### config.mk
export PLATFORM = sky130hd
export DESIGN_NAME = receive
export DESIGN_NICKNAME = d
export VERILOG_FILES = /design/src/rtl/receive.sv
export SDC_FILE = /design/constraint.sdc
export NUM_CORES = 1
export LEC_CHECK = 0
export CAP_MARGIN = 25
export CORE_MARGIN = 1.5
export CORE_UTILIZATION = 50
export CTS_BUF_LIST = sky130_fd_sc_hd__clkbuf_4 sky130_fd_sc_hd__clkbuf_8 sky130_fd_sc_hd__clkbuf_16
export DETAILED_ROUTE_END_ITERATION = 10
export GPL_TIMING_DRIVEN = 0
export PLACE_DENSITY = 0.95
export SLEW_MARGIN = 20
export SYNTH_ARGS = -nofsm -noshare
export SYNTH_HDL_FRONTEND = slang
export SYNTH_SLANG_ARGS = --single-unit
### constraint.sdc
create_clock -name clk -period 3.05 [get_ports clk]
set_clock_uncertainty 0.05 [all_clocks]
set_input_delay 0.61 -clock clk [delete_from_list [all_inputs] [get_ports clk]]
set_output_delay 0.61 -clock clk [all_outputs]
set_load 0.05 [all_outputs]
### src/rtl/receive.sv
// 1000BASE-X PCS receive state machine.
// Classifies each incoming 10-bit code-group, tracks idle/packet framing and
// drives the GMII receive outputs one clock after the group is sampled.
module receive (
  input  logic       clk,
  input  logic       mr_main_reset,
  input  logic       rx_even,
  input  logic [9:0] SUDI,
  input  logic [2:0] xmit,
  input  logic       RX_CLK,
  output logic [7:0] RXD,
  output logic       RX_DV,
  output logic       RX_ER,
  output logic       receiving
);

  localparam logic [2:0] XMIT_DATA = 3'b010;

  typedef enum logic [3:0] {
    WAIT_FOR_K      = 4'd0,
    RX_K            = 4'd1,
    IDLE_D          = 4'd2,
    FALSE_CARRIER   = 4'd3,
    START_OF_PACKET = 4'd4,
    RECEIVE         = 4'd5,
    RX_DATA_ERROR   = 4'd6,
    EPD_T           = 4'd7,
    TRI_RRI         = 4'd8,
    EARLY_END       = 4'd9
  } state_t;

  state_t     state, nxt;
  logic       is_k, is_s, is_t, is_r, is_d;
  logic [7:0] rxd_n;
  logic       dv_n, er_n, rcv_n;

  // RX_CLK carries no behaviour; tie it off explicitly.
  logic unused_rx_clk;
  assign unused_rx_clk = RX_CLK;

  // Special code-group decode, both running-disparity forms.
  always_comb begin
    is_k = (SUDI == 10'b1100000101) || (SUDI == 10'b0011111010);
    is_s = (SUDI == 10'b0010010111) || (SUDI == 10'b1101101000);
    is_t = (SUDI == 10'b0100010111) || (SUDI == 10'b1011101000);
    is_r = (SUDI == 10'b0001010111) || (SUDI == 10'b1110101000);
    is_d = !(is_k || is_s || is_t || is_r);
  end

  // Next state, then the outputs belonging to the state being entered.
  always_comb begin
    nxt = state;
    case (state)
      WAIT_FOR_K:      if (is_k && rx_even) nxt = RX_K;
      RX_K:            nxt = (is_d && xmit == XMIT_DATA) ? IDLE_D : WAIT_FOR_K;
      IDLE_D: begin
        if (is_k)              nxt = RX_K;
        else if (is_s)         nxt = START_OF_PACKET;
        else if (is_t || is_r) nxt = FALSE_CARRIER;
      end
      FALSE_CARRIER:   if (is_k) nxt = RX_K;
      START_OF_PACKET: nxt = RECEIVE;
      RECEIVE: begin
        if (is_t)              nxt = EPD_T;
        else if (is_k)         nxt = EARLY_END;
        else if (is_s || is_r) nxt = RX_DATA_ERROR;
      end
      RX_DATA_ERROR: begin
        if (is_t)      nxt = EPD_T;
        else if (is_k) nxt = EARLY_END;
      end
      EPD_T:           nxt = is_r ? TRI_RRI : EARLY_END;
      TRI_RRI: begin
        if (is_k)       nxt = RX_K;
        else if (!is_r) nxt = WAIT_FOR_K;
      end
      EARLY_END:       nxt = IDLE_D;
      default:         nxt = WAIT_FOR_K;
    endcase

    rxd_n = 8'h00;
    dv_n  = 1'b0;
    er_n  = 1'b0;
    rcv_n = 1'b0;
    case (nxt)
      FALSE_CARRIER:   begin rcv_n = 1'b1; er_n = 1'b1; rxd_n = 8'h0E; end
      START_OF_PACKET: begin rcv_n = 1'b1; dv_n = 1'b1; rxd_n = 8'h55; end
      RECEIVE:         begin rcv_n = 1'b1; dv_n = 1'b1; rxd_n = SUDI[7:0]; end
      RX_DATA_ERROR:   begin rcv_n = 1'b1; dv_n = 1'b1; er_n = 1'b1; end
      EPD_T:           rcv_n = 1'b1;
      EARLY_END:       er_n = 1'b1;
      default:         ;
    endcase
  end

  // State and registered outputs; reset clears everything immediately.
  always_ff @(posedge clk or negedge mr_main_reset) begin
    if (!mr_main_reset) begin
      state     <= WAIT_FOR_K;
      RXD       <= 8'h00;
      RX_DV     <= 1'b0;
      RX_ER     <= 1'b0;
      receiving <= 1'b0;
    end else begin
      state     <= nxt;
      RXD       <= rxd_n;
      RX_DV     <= dv_n;
      RX_ER     <= er_n;
      receiving <= rcv_n;
    end
  end

endmodule

After elaboration in Yosys (flattened, before gate mapping)
Cells that the tools add are included.

Register bits after elaboration: 15. Output and inout bits: 11. Word-level logic and storage cells: 64.

Eq/ne operators: 24. Multiplexer cells: 19. Reduce and logical (&&, ||, !) cells: 16.

Operators by type and width (number): 4-bit 2-to-1 mux (12); 10-bit == test, second input constant (4); 4-bit case mux with 10 select lines (1); 4-bit by 3-bit == test with 1-bit output, second input constant (8); 8-bit case mux with 3 select lines (1); 10-bit by 8-bit == test with 1-bit output, second input constant (2); 4-bit by 2-bit == test with 1-bit output, second input constant (3); 4-bit == test, second input constant (3); 10-bit by 7-bit == test with 1-bit output, second input constant (1); 10-bit by 9-bit == test with 1-bit output, second input constant (1); 1-bit logical OR (9); 3-bit OR reduction (2); 5-bit OR reduction (1); 4-bit by 1-bit == test with 1-bit output, second input constant (1); 4-bit logical NOT (1); 1-bit 2-to-1 mux (4); 3-bit by 2-bit == test with 1-bit output, second input constant (1); 1-bit logical AND (2); 2-bit 2-to-1 mux (1); 1-bit logical NOT (1).

Logic depth before layout (Yosys ltp)
Depth in word-level cells: 12. Gate-level depth with buffers: 9. Depth with buffers taken out: 8.

Least setup slack after synthesis
No wires, ideal clock.

Path type: input port to flip-flop. From: in SUDI[3]. To: reg RXD[0]. Arrival time: 2.313 ns. Required time: 2.882 ns. Path slack: 0.569 ns. Stages: 9. Buffers on the path: 1. Path through: nand4bb_1 > or3_1 > o21ai_1 > a221oi_1 > a31o_1 > a211oi_2 > and3b_1 > buf_6 > a21o_1.

Longest elaborated chain between the ends: 11. Elaborated cells on any way between the ends: 39. Those cells by class: eq/ne: 11; mux: 16; reduce/logical: 12.

RTL lines: from (decl) (line 8) `input logic [9:0] SUDI,`; 10-bit == test (tied with other cells) (line 43) `is_k = (SUDI == 10'b1100000101) || (SUDI == 10'b0011111010);`; 1-bit logical OR, on equally long branches (line 43, 44); 1-bit logical OR (3 in series) (line 47) `is_d = !(is_k || is_s || is_t || is_r);`; 1-bit logical NOT (line 47); 1-bit logical AND (line 55) `RX_K: nxt = (is_d && xmit == XMIT_DATA) ? IDLE_D : WAIT_FOR_K;`; 2-bit 2-to-1 mux (line 55); 4-bit case mux with 10 select lines * (line 53) `case (state)`; 4-bit by 3-bit == test with 1-bit output or 4-bit by 2-bit == test with 1-bit output (tied branches) (line 85) `case (nxt)`; 8-bit case mux with 3 select lines * (line 85); net rxd_n[0] (line 34) `logic [7:0] rxd_n;`; to (signal assigned) (line 106) `RXD <= rxd_n;`; to (decl) (line 11) `output logic [7:0] RXD,`.

The timed path passes the listed nets; every way through them passes the cells marked *.

Worst setup path after layout
From: in SUDI[0]. To: reg RXD[4].

Same word-level chain as after synthesis.

==> summary.txt <==
==================================================================================================
Main combinational cell family by area after synthesis                                simple AND/OR/NAND/NOR gates
Fraction of the yosys area taken by sequential cells                                         37.5%
Area of all placed cells without fillers                                                  1370 µm²
Standard-cell rows                                                                              16
Power Total                                                                                 361 µW
Min Tclk post-route                                                                        2.98 ns
Count of final setup violators                                                                   0
Total power density per cell area                                                       264 nW/µm²
Count of unresolved DRC violations after routing                                                 0
Net switching component of the power                                                       88.2 µW
Horizontal die dimension                                                                   47.8 µm
Cell count of the worst hold path                                                                1
Post-synthesis adder-cell area fraction                                                      1.12%
Largest voltage drop on the vdd net                                                       0.264 mV
Post-place setup slack                                                                   -0.196 ns
Post-layout worst setup margin                                                           0.0728 ns
Area overhead of the layout relative to synthesis                                            36.6%
Leak                                                                                   0.000622 µW
Clock root buffer                                                                         clkbuf_4
Slew Limit Headroom                                                                          55.7%
Vias per cell                                                                                 5.98
Vias in the first global route                                                                 854
Worst endpoint data arrival time                                                           3.12 ns
Die Ht                                                                                     47.8 µm
Average wire per cell in the routed design                                                 15.8 µm
Gr ovfl total                                                                                    0
Critical path start-end classification                                                   in -> reg
Number of nets still failing antenna checks after routing                                        0
Period utilization                                                                           97.6%
GRT Resource Usage Total                                                                     23.6%
Antenna Cells                                                                                    0
Final net count                                                                                153
Initial DRC Count                                                                               34
Max clock buf depth                                                                              2
Post-Route Hold Slack                                                                     0.570 ns
Final Hold Fails                                                                                 0
Sink Count                                                                                      15
Worst Reg2Reg Path Length in Cells                                                               8
Simple logic cell fraction of the synthesized area                                           30.3%
Post-Synthesis Mean Instance Area                                                         9.73 µm²
Area leader, netlist                                                                       dfrtp_1
Critical Path End Type                                                                   flip-flop
Clock tree from TritonCTS                                                                     done
Largest net degree at the start of global routing                                               16
Placement Cell Area                                                                       1300 µm²
Most used cells in the layout excluding fill and tap cells                            clkdlybuf4s50_1 (26), dfrtp_1 (15), nand2_1 (7), nor2_1 (6), a21o_1 (6)
Flop and latch count out of synthesis                                                           15
Post-synthesis xor/xnor area fraction                                                       0.874%
Design internal power                                                                       272 µW
Layout cell share with drive strength beyond 1                                               14.1%
Post-layout util                                                                             71.2%
Share of power burned in combinational logic                                                 13.0%
DIE AREA                                                                                  2280 µm²
Path class of the lowest-slack min-delay path                                           reg -> reg
First-pass GRT wire length                                                                 3640 µm
Maximum net fanout on the critical path                                                          7
IO Port Bufs                                                                                    26
Achievable clock frequency                                                               0.336 GHz
Register-to-register setup slack                                                           0.72 ns
Most common library cell in the layout ignoring fill and taps                         clkdlybuf4s50_1
Source of the worst register-to-register timing path                                      state[0]
Result of the run                                                                     complete, no violations
Clock latency at the later pin of the worst-skew pair                                      0.29 ns
Worst slew pin tran                                                                       0.662 ns
Most area-consuming cells after synthesis                                             dfrtp_1 (37%), a21o_1 (4.5%), a22oi_1 (3.7%)
Synth warnings                                                                                   0
Initial core utilization                                                                     52.1%
DP HPWL                                                                                    1870 µm
Count of pins on the block boundary                                                             28
Min-Delay Endpoint                                                                        state[2]
Post-Synthesis Cell Area                                                                  1000 µm²
Area fraction in compound gates after synthesis                                              25.8%
Synth Instances                                                                                103
Worst setup SP type                                                                   primary input
Antenna violations before repair                                                                 0
Switching Fraction                                                                           24.5%
Clock network power share                                                                    31.8%
Vias                                                                                           968
Worst EP required                                                                          3.19 ns
Yosys top cell area share                                                                    37.5%
Weighted congestion reported at the end of routability-driven placement                      0.901
Floorplan Core Area                                                                       1920 µm²
Maxcap violations                                                                                0
Inserted Clock Buffers                                                                           3
Seq pwr share                                                                                55.2%
Wire length after detailed routing                                                         2560 µm
Net count after synthesis                                                                      120
First-pass iteration count of the detailed router                                                4
CTS H-Tree Depth                                                                                 1
Final number of max-transition violations                                                        0
Clock transition time at the flip-flop clock pins of the worst setup and hold paths        0.09 ns
Critical hold path startpoint                                                             state[3]
Fraction of synthesized area in multiplexers                                                0.999%
Capturing point of the worst reg2reg path                                                   RXD[4]
Synth unique cells                                                                              47
==================================================================================================
[layer usage]
metal  track usage [%]  up-vias  share of wire [%]  routed length (µm)
met1              29.9      464                 40                1030
met5                 0        -                  0                   0
met2              37.9       40                 51                1290
met4              13.5        0                3.0                  76
li1                  -      455                  -                   -
met3              4.15        9                6.2                 159
[worst max-delay path: stages]
cell	delay [ns]
clkdlybuf4s50_1	0.56
nand4bb_1	0.26
or3_1	0.40
o21ai_0	0.11
a221oi_1	0.12
a31o_1	0.24
a211oi_4	0.29
and3b_1	0.22
buf_6	0.13
a21o_1	0.17
[per-stage QoR]
step	TNS [ns]	instances
after floorplan	0	103
after global placement	-0.966	156
after detailed placement	-1.54	156
after CTS	0	160
after global routing	-0.0117	162
final	0	162
[flip-flops by register name, indices dropped and copies added, names as in the netlist]
signal / count
RXD: 8
state: 4
RX_DV: 1
RX_ER: 1
receiving: 1
[worst max path at each step]
| stage | from | endpoint | slack, ns | cells past startpoint |
|---|---|---|---|---|
| finish | SUDI[0] | RXD[4] | 0.07 | 10 |
| detailed placement | SUDI[3] | RXD[4] | -0.20 | 10 |
| CTS | SUDI[3] | RXD[4] | 0.10 | 10 |
| floorplan | SUDI[3] | RXD[0] | 0.57 | 9 |
| global route | SUDI[2] | RXD[1] | -0.009 | 10 |
| global placement | SUDI[3] | RXD[1] | -0.15 | 9 |
[power groups by stage]
stage / Clock (µW) / Sequential, µW / Combinational, µW
final: 115 / 199 / 46.8
after global routing: 132 / 199 / 49.8
after CTS: 116 / 199 / 43.4
after detailed placement: 0 / 203 / 43.3
after global placement: 0 / 203 / 41.7
after floorplan: 0 / 203 / 12.3
[timing repair]
action                     CTS  global route
setup endpoints to repair    0             7
hold buffers                 0             0
setup buffers                0             2
gates resized for setup      0             4
[final cells by class]
type	count	area [µm²]
Multi-Input combinational cell	81	623
Fill cell	145	553
Sequential cell	15	375
Timing Repair Buffer	28	275
Tap cell	27	33.8
Clock buffer	3	22.5
Buffer	3	18.8
Inverter	4	15.0
Clock inverter	1	5.00
[Yosys cell counts, drive strengths merged]
cell / count
a211oi: 1
a21o: 6
a21oi: 5
a221oi: 1
a22o: 3
a22oi: 5
a31o: 1
a31oi: 1
a32oi: 2
and2: 2
and3: 1
and3b: 1
buf: 1
clkbuf: 2
dfrtp: 15
inv: 4
maj3: 1
mux2i: 1
nand2: 7
nand2b: 1
nand3: 2
nand3b: 4
nand4bb: 1
nor2: 6
nor2b: 3
nor3: 5
nor3b: 3
nor4: 1
nor4b: 2
nor4bb: 1
o2111ai: 1
o21a: 1
o21ai: 3
o22ai: 3
o2bb2ai: 1
or2: 2
or3: 1
or3b: 1
xnor2: 1
[cells by family (layout without fill, tap and decap cells)]
logic type | after synthesis | after routing
xor gates and xnor gates | 1 | 1
DFF | 15 | 15
and+or+nand+nor | 44 | 44
AOI/OAI and AO/OA | 34 | 34
adders and majority gates | 1 | 1
buffers and inverters | 7 | 39
muxes | 1 | 1
(Power assumes the default switching activity.)
